[src/rtl/hex_scan_mux.sv]
// hex_scan_mux: time-multiplexed hex digit scanner feeding a 7-segment decoder (common anode).
// Define LEADING_ZERO_BLANK_EN to blank leading zero digits above digit 0.
module hex_scan_mux #(
    parameter int DIGITS = 4,
    parameter int DIV    = 50000
) (
    input  logic                  clk,
    input  logic                  rst,
    input  logic                  load,
    input  logic [4*DIGITS-1:0]   value,
    output logic [3:0]            nibble,
    output logic [DIGITS-1:0]     an,
    output logic                  digit_tick
);
    localparam int CW = $clog2(DIV);
    localparam int IW = (DIGITS > 1) ? $clog2(DIGITS) : 1;

    generate
        if (DIGITS < 1 || DIGITS > 8 || DIV < 2) begin : g_bad_params
            $error("hex_scan_mux: DIGITS must be 1..8 and DIV >= 2");
        end
    endgenerate

    logic [4*DIGITS-1:0] shadow_q, shadow_d;
    logic [CW-1:0]       cnt_q, cnt_d;
    logic [IW-1:0]       idx_q, idx_d;
    logic                wrap, lit;

    always_comb begin
        wrap     = cnt_q == CW'(DIV - 1);
        shadow_d = load ? value : shadow_q;
        cnt_d    = wrap ? '0 : cnt_q + CW'(1);
        idx_d    = !wrap ? idx_q : (idx_q == IW'(DIGITS - 1)) ? '0 : idx_q + IW'(1);
    end

`ifdef LEADING_ZERO_BLANK_EN
    logic [DIGITS-1:0] blank;

    // A digit is blank when it and every digit above it are zero; digit 0 always shows.
    always_comb begin
        blank = '0;
        for (int k = 1; k < DIGITS; k++) blank[k] = (shadow_q >> (4 * k)) == '0;
    end

    always_comb lit = (cnt_q != '0) && !(1'(blank >> idx_q));
`else
    always_comb lit = cnt_q != '0;
`endif

    always_comb begin
        nibble     = 4'(shadow_q >> {idx_q, 2'b00});
        digit_tick = wrap;
        an         = lit ? ~(DIGITS'(1) << idx_q) : '1;
    end

    always_ff @(posedge clk or posedge rst) begin
        if (rst) begin
            shadow_q <= '0;
            cnt_q    <= '0;
            idx_q    <= '0;
        end else begin
            shadow_q <= shadow_d;
            cnt_q    <= cnt_d;
            idx_q    <= idx_d;
        end
    end
endmodule

[config.mk]
export PLATFORM = sky130hd
export DESIGN_NAME = hex_scan_mux
export DESIGN_NICKNAME = d
export VERILOG_FILES = /design/src/rtl/hex_scan_mux.sv
export SDC_FILE = /design/constraint.sdc
export NUM_CORES = 1
export LEC_CHECK = 0
export ABC_AREA = 0
export BUFFER_PORTS_ARGS = -buffer_cell sky130_fd_sc_hd__buf_2
export CORE_MARGIN = 4
export CORE_UTILIZATION = 25
export CTS_CLUSTER_SIZE = 10
export DETAILED_ROUTE_END_ITERATION = 8
export PLACE_DENSITY_LB_ADDON = 0.2
export SLEW_MARGIN = 40
export SYNTH_ARGS = -nofsm -noshare
export SYNTH_HDL_FRONTEND = slang
export SYNTH_SLANG_ARGS = --single-unit
export TNS_END_PERCENT = 1
[constraint.sdc]
create_clock -name clk -period 4.6 [get_ports clk]
set_input_delay 0.92 -clock clk [delete_from_list [all_inputs] [get_ports clk]]
set_output_delay 0.92 -clock clk [all_outputs]
set_load 0.02 [all_outputs]
==> metrics.txt, run 1 <==
Finished Cell Area=around 2000 um2; initial antenna violation count=0; number of antenna diodes=0; first-pass GRT wire length=5970 um; die width=about 90 um; Inst Count DP=238; Post-Route Setup TNS=0 ns; Synth cell types=24; Slew HR=57.7%; clock sinks=34; Nets=193; Crit Path Max Fanout=5; sequential share of power=54.1%; Post-CTS Setup Bufs=0; max incr delay on CP=0.46 ns; port bufs=27; TritonCTS buffer count=5; layout cells sized above 1=36.7%; Crit path max-delay family=simple AND/OR/NAND/NOR gates; final hold vios=0; H-tree Lvls=2; Area after DPL=1900 um2; final setup violation count=0; Hold Crit Class=flop to flop; Critical Path RT=3.68 ns; Final ANT Viol Nets=0; total die area=8060 um2; Core Region=6420 um2; fmax=roughly 0.35 GHz; mux cell area share after synthesis=between 10% and 20%; setup ws final=~1.8 ns; WL per Instance=around 14 um; TritonRoute pass-1 iters=4; clock power share=38.2%; detailed placement HPWL=2560 um; Synth Area in Compound Gates=0%; FF+latch count, synth=34; NetSw=0.132 mW; Leak=0.864 nW; non-filler cells, final=246; number of buffers and inverters on the critical path=1; num rows=29; internal power=0.458 mW; Residual DRC=0; Post-CTS Hold Buffers=0; worst-skew pair later-pin latency=0.28 ns; vias in the first global route=between 1000 and 1500; Iter 0 DRT Violations=22; Synth Area in Adders=4.49%; CP Cell Sequence=nor4_4, nand2_2, nor4_2, buf_2; synthesis-to-layout area growth=19.1%; type of origin of the critical path=flop; status=complete, no violations; Max Cap Viol=0; Synth Area in Simple Gates=17.3%; gr usage total=9.14%; boundary pin count=28; Power Density=296 nW/um2; worst reg-to-reg setup slack=2.56 ns; utilization after layout=31.0%; sw frac=roughly 22%; clk_skew=approximately 0.0048 ns; Via Count=1136; syn nets=162; total power=between 0.5 and 0.6 mW; GPL Wtd Cong=0.763; Vias/cell=4.62; Critical Path End Type=primary output; max-slew violations=0; register area share after synthesis=50.9%; crit path DAT=between 1.5 and 2 ns; Fillers=640; maximum clock path buffer count=2; slew of the pin with the lowest slew margin=0.630 ns; quantity of gates resized following cts=0; power share of the combinational group=7.7%; Overflow after GRT=0; clk root buf=clkbuf_8; post-route minimum period=2.85 ns; CTS clk-pin slew, worst paths=roughly 0.070 ns; Post-Synthesis Cell Area=1670 um2; largest family of logic cells by synthesized area=multiplexers; Synth Area in XOR/XNOR=7.34%; RSZ-0062 raised after global routing=no; Initial Util=26.0%; Max rail drop VDD=82.0 uV; Mapped Cells=roughly 140; die height=around 90 um; largest net degree at the start of global routing=35; Avg Inst Size Synth=between 10 and 15 um2; pre-CTS setup slack=just over 2 ns; total wire length=3390 um; kind of critical path=flop to primary output; WHS=approximately 0.50 ns; CTS tree=done; Ys Warns=0; fin crit share=between 60% and 70%; Crit-path slowest cell=dfrtp_1
[registers in the layout (all words and copies together), names as in the netlist]
name      count
idx_q         2
cnt_q        16
shadow_q     16
[placed cells by master, fill, tap and decap left out, types with 8 or more instances in the layout]
master   count
buf_2       27
xnor2_1      8
nor2_1      12
dfrtp_1     34
nand3_1      8
nand2_1      9
mux2_2      16
[worst register-to-register path, stage by stage, from the launching register on]
cell,delay (ns)
dfrtp_1,0.46
nor4_4,0.37
nand2_2,0.13
nor4_4,0.63
mux2_4,0.35
[Yosys cell counts, drive strengths merged]
| cell type | n | area share [%] |
|---|---|---|
| and3 | 1 | 0.37 |
| buf | 1 | 0.22 |
| clkbuf | 3 | 0.67 |
| dfrtp | 34 | 51 |
| ha | 6 | 4.5 |
| inv | 6 | 1.3 |
| mux2 | 18 | 12 |
| mux4 | 4 | 5.4 |
| nand2 | 10 | 2.4 |
| nand3 | 8 | 2.4 |
| nand4 | 6 | 2.2 |
| nor2 | 12 | 2.7 |
| nor2b | 1 | 0.37 |
| nor3 | 5 | 1.5 |
| nor4 | 6 | 4.4 |
| nor4b | 1 | 0.52 |
| or2 | 1 | 0.37 |
| xnor2 | 8 | 4.2 |
| xor2 | 6 | 3.1 |
[worst paths after layout]
kind                         startpoint           end  cells after the start
max in group asynchronous           rst      cnt_q[8]                      3
setup reg to reg              cnt_q[11]      idx_q[1]                      4
setup / recovery              cnt_q[11]    digit_tick                      4
hold / removal             shadow_q[11]  shadow_q[11]                      1
min in group asynchronous           rst   shadow_q[8]                      3
hold reg to reg            shadow_q[11]  shadow_q[11]                      1
[per-layer routing]
layer | track usage [%] | vias to the layer above | wire, um
met4 | 3.32 | 0 | 14
li1 | - | 538 | -
met1 | 12.0 | 562 | 1630
met3 | 4.17 | 2 | 235
met5 | 0 | - | 0
met2 | 13.2 | 34 | 1510
[power groups by stage]
stage	clock (mW)	combinational, mW	sequential (mW)
floorplan	0	0.0314	0.323
global placement	0	0.0460	0.324
detailed placement	0	0.0470	0.325
CTS	0.238	0.0470	0.319
global route	0.251	0.0507	0.321
finish	0.225	0.0456	0.319
[layout make-up]
| cell class | count | area [um2] | share of cell area (%) |
|---|---|---|---|
| Inverter | 6 | 22.5 | 1.13 |
| Multi-Input combinational cell | 93 | 783 | 39.3 |
| Timing Repair Buffer | 28 | 143 | 7.17 |
| Tap cell | 77 | 96.3 | 4.84 |
| Clock inverter | 2 | 12.5 | 0.629 |
| Clock buffer | 6 | 82.6 | 4.15 |
| Sequential cell | 34 | 851 | 42.7 |
[kinds of logic (layout without fill, tap and decap cells)]
kind of cell | Yosys count | after routing
buffers and inverters | 10 | 42
DFF | 34 | 34
adders and majority gates | 6 | 6
and+or+nand+nor | 51 | 51
muxes | 22 | 22
xor gates and xnor gates | 14 | 14
(Power assumes the default switching activity.)
==> run 2: changes to the inputs <==
--- a/config.mk
+++ b/config.mk
@@ -5,7 +5,7 @@
 export SDC_FILE = /design/constraint.sdc
 export NUM_CORES = 1
 export LEC_CHECK = 0
-export ABC_AREA = 0
+export ABC_AREA = 1
 export BUFFER_PORTS_ARGS = -buffer_cell sky130_fd_sc_hd__buf_2
 export CORE_MARGIN = 4
 export CORE_UTILIZATION = 25
==> constraint.sdc (replaced) <==
create_clock -name clk -period 2.6 [get_ports clk]
set_input_delay 0.52 -clock clk [delete_from_list [all_inputs] [get_ports clk]]
set_output_delay 0.52 -clock clk [all_outputs]
set_load 0.02 [all_outputs]
==> run 2 against run 1 <==
Effect of this change: core utilization increased by 0.91 points; largest cell class is now multi-input gates; largest power group is now clock; area after synthesis increased by 9.1%; total power increased by 110%; hold slack got worse by 0.19 ns; global-route usage increased by 1.2 points.
==> metrics.txt, run 2 <==
Synth Area in Adders=4.12% (was 4.49%); CP Cell Sequence=clkinv_1, ha_1, nand2_1, buf_2 (was nor4_4, nand2_2, nor4_2, buf_2); max incr delay on CP=0.56 ns (was 0.46 ns); quantity of gates resized following cts=0 (unchanged); Crit-path slowest cell=dfrtp_1 (unchanged); Post-Route Setup TNS=0 ns (unchanged); Fillers=758 (was 640); maximum clock path buffer count=2 (unchanged); fmax=0.449 GHz; Hold Crit Class=input port to asynchronous set/reset pin (was flop to flop); number of buffers and inverters on the critical path=2 (was 1); GPL Wtd Cong=0.781 (was 0.763); Nets=269 (was 193); Ys Warns=0 (unchanged); register area share after synthesis=46.6% (was 50.9%); utilization after layout=31.9% (was 31.0%); fin crit share=a little under nine tenths; RSZ-0062 raised after global routing=no (unchanged); Max Cap Viol=0 (unchanged); most frequent cells in the layout=nand2_1 (47), nor2_1 (38), dfrtp_1 (34), buf_2 (27), inv_1 (23) (was dfrtp_1 (34), buf_2 (27), mux2_2 (16), nor2_1 (12), nand2_1 (9)); post-synth top area cell=dfrtp_1 (unchanged); synthesis-to-layout area growth=21.5% (was 19.1%); pre-CTS setup slack=0.691 ns (was 2.04 ns); CTS clk-pin slew, worst paths=0.08 ns (was 0.07 ns); Critical Path End Type=primary output (unchanged); largest family of logic cells by synthesized area=simple AND/OR/NAND/NOR gates (was multiplexers); Avg Inst Size Synth=8.60 um2 (was 12.2 um2); Synth Area in Simple Gates=26.4% (was 17.3%); area fraction of the dominant cell type after synthesis=46.6% (was 50.9%); Critical Path RT=2.08 ns (was 3.68 ns); crit path DAT=1.71 ns (was 1.93 ns); Crit Reg-Reg Endpoint=idx_q[1] (unchanged); most common cell after layout, fill and taps aside=nand2_1 (was dfrtp_1); WL per Instance=11.4 um (was 13.8 um); count leader, synth=nand2_1 (was dfrtp_1); Leak=1.11 nW (was 0.864 nW); TritonRoute pass-1 iters=4 (unchanged); type of origin of the critical path=flop (unchanged); area of the multi-input gates=857 um2 (was 783 um2); sequential share of power=44.8% (was 54.1%); Sequential Area=851 um2 (unchanged); H-tree Lvls=2 (unchanged); Core Region=6940 um2 (was 6420 um2); Area after DPL=2070 um2 (was 1900 um2); setup ws final=0.375 ns (was 1.75 ns); Crit path max-delay family=flip-flops (was simple AND/OR/NAND/NOR gates); Mapped Cells=212 (was 137); total wire length=3890 um (was 3390 um); Residual DRC=0 (unchanged); post-route minimum period=2.23 ns; FF+latch count, synth=34 (unchanged); Final ANT Viol Nets=0 (unchanged); slew of the pin with the lowest slew margin=0.442 ns (was 0.630 ns); Vias/cell=4.21 (was 4.62); Overflow after GRT=0 (unchanged); sw frac=20.7% (was 22.3%); Crit Path Max Fanout=13 (was 5); EDFF count, synth=0 (unchanged); first-pass GRT wire length=7240 um (was 5970 um); Reg2Reg Launch Point=idx_q[0] (was cnt_q[11]); Post-CTS Setup Bufs=0 (unchanged); clock power share=49.1% (was 38.2%); gr usage total=10.4% (was 9.14%); Synth Area in Compound Gates=4.66% (was 0%); layout cells sized above 1=26.1% (was 36.7%); Synth Flop Type=dfrtp_1 (unchanged); Power Density=571 nW/um2 (was 296 nW/um2); Regs by FF count=cnt_q x16, shadow_q x16, idx_q x2 (unchanged); final hold vios=0 (unchanged); port bufs=27 (unchanged); TritonCTS buffer count=5 (unchanged); die height=93.4 um (was 89.8 um); largest net degree at the start of global routing=35 (unchanged); largest cells by area after synthesis=dfrtp_1 (47%), mux2_2 (9.9%), nand2_1 (9.7%) (was dfrtp_1 (51%), mux2_2 (11%), mux4_2 (5.4%)); boundary pin count=28 (unchanged); die width=93.4 um (was 89.8 um); Post-CTS Hold Buffers=0 (unchanged); FFs w/ async S/R, synth=100% (unchanged); final setup violation count=0 (unchanged); status=complete, no violations (unchanged); worst-skew pair later-pin latency=0.29 ns (was 0.28 ns); Slew HR=70.5% (was 57.7%); Initial Util=26.3% (was 26.0%); total die area=8730 um2 (was 8060 um2); max-slew violations=0 (unchanged); Synth cell types=28 (was 24); power share of the combinational group=6.1% (was 7.7%); initial antenna violation count=0 (unchanged); number of antenna diodes=0 (unchanged); Max rail drop VDD=236 uV (was 82.0 uV); detailed placement HPWL=2890 um (was 2560 um); Iter 0 DRT Violations=52 (was 22); NetSw=0.262 mW (was 0.132 mW); worst reg2reg path depth=4 (unchanged); Finished Cell Area=2220 um2 (was 1990 um2); clock sinks=34 (unchanged); syn nets=237 (was 162); internal power=1.00 mW (was 0.458 mW); vias in the first global route=1587 (was 1194); Synth top cells by count=nand2_1 (47), nor2_1 (38), dfrtp_1 (34) (was dfrtp_1 (34), mux2_2 (16), nor2_1 (12)); Synth Area in XOR/XNOR=1.92% (was 7.34%); kind of critical path=flop to primary output (unchanged); num rows=30 (was 29); Via Count=1436 (was 1136); Post-Synthesis Cell Area=1820 um2 (was 1670 um2); clk root buf=clkbuf_8 (unchanged); WHS=0.313 ns (was 0.505 ns); clk_skew=0.00282 ns (was 0.00476 ns); CTS tree=done (unchanged); mux cell area share after synthesis=9.88% (was 17.7%); worst reg-to-reg setup slack=1.10 ns (was 2.56 ns)
run 2: metrics by stage:
step / std cells / power [mW]
after floorplan: 212 / 0.625
after global placement: 333 / 0.658
after detailed placement: 333 / 0.658
after CTS: 341 / 1.28
after global routing: 341 / 1.31
final: 341 / 1.27
run 2: cells by family after synthesis:
family | count (synthesis)
AO/OA/AOI/OAI | 16
XOR/XNOR | 4
adder cells (fa/ha/maj) | 6
buffers and inverters | 29
flip-flops | 34
multiplexers | 16
AND/OR/NAND/NOR | 107
run 2: power groups by stage:
stage	logic (mW)	clock network [mW]	registers, mW
5_1_grt	0.0871	0.653	0.570
3_5_place_dp	0.0798	0	0.578
2_1_floorplan	0.0531	0	0.572
6_report	0.0772	0.621	0.567
4_1_cts	0.0801	0.630	0.568
3_3_place_gp	0.0795	0	0.578
run 2: layout make-up:
cell class	instances	area share [%]
clock inverters	2	2.71
multi-input cells	149	38.7
flip-flops and latches	34	38.4
well taps	96	5.42
inverters	26	4.63
clock buffers	6	3.73
repair buffers	28	6.44
run 2: worst max-delay path by stage:
stage,startpoint,to,depth (start not counted)
floorplan,idx_q[0],nibble[0],3
global placement,idx_q[0],an[0],4
detailed placement,idx_q[0],an[0],4
CTS,idx_q[0],an[0],4
global route,idx_q[0],nibble[2],4
finish,idx_q[0],an[0],4
run 2: metal layers:
| metal | GRT usage [%] | part of all wire, % | up-vias | wire length, um |
|---|---|---|---|---|
| li1 | - | - | 736 | - |
| met1 | 12.4 | 45 | 654 | 1740 |
| met2 | 17.5 | 47 | 39 | 1850 |
| met5 | 0 | 0 | - | 0 |
| met3 | 3.46 | 6.3 | 7 | 246 |
| met4 | 3.30 | 1.4 | 0 | 55 |
run 2: worst reg2reg max path, delay by kind of cell (launching register included):
kind	cells	cell delay [ns]
buffers and inverters	1	0.33
and+or+nand+nor	2	0.11
adders and majority gates	1	0.39
DFF	1	0.56
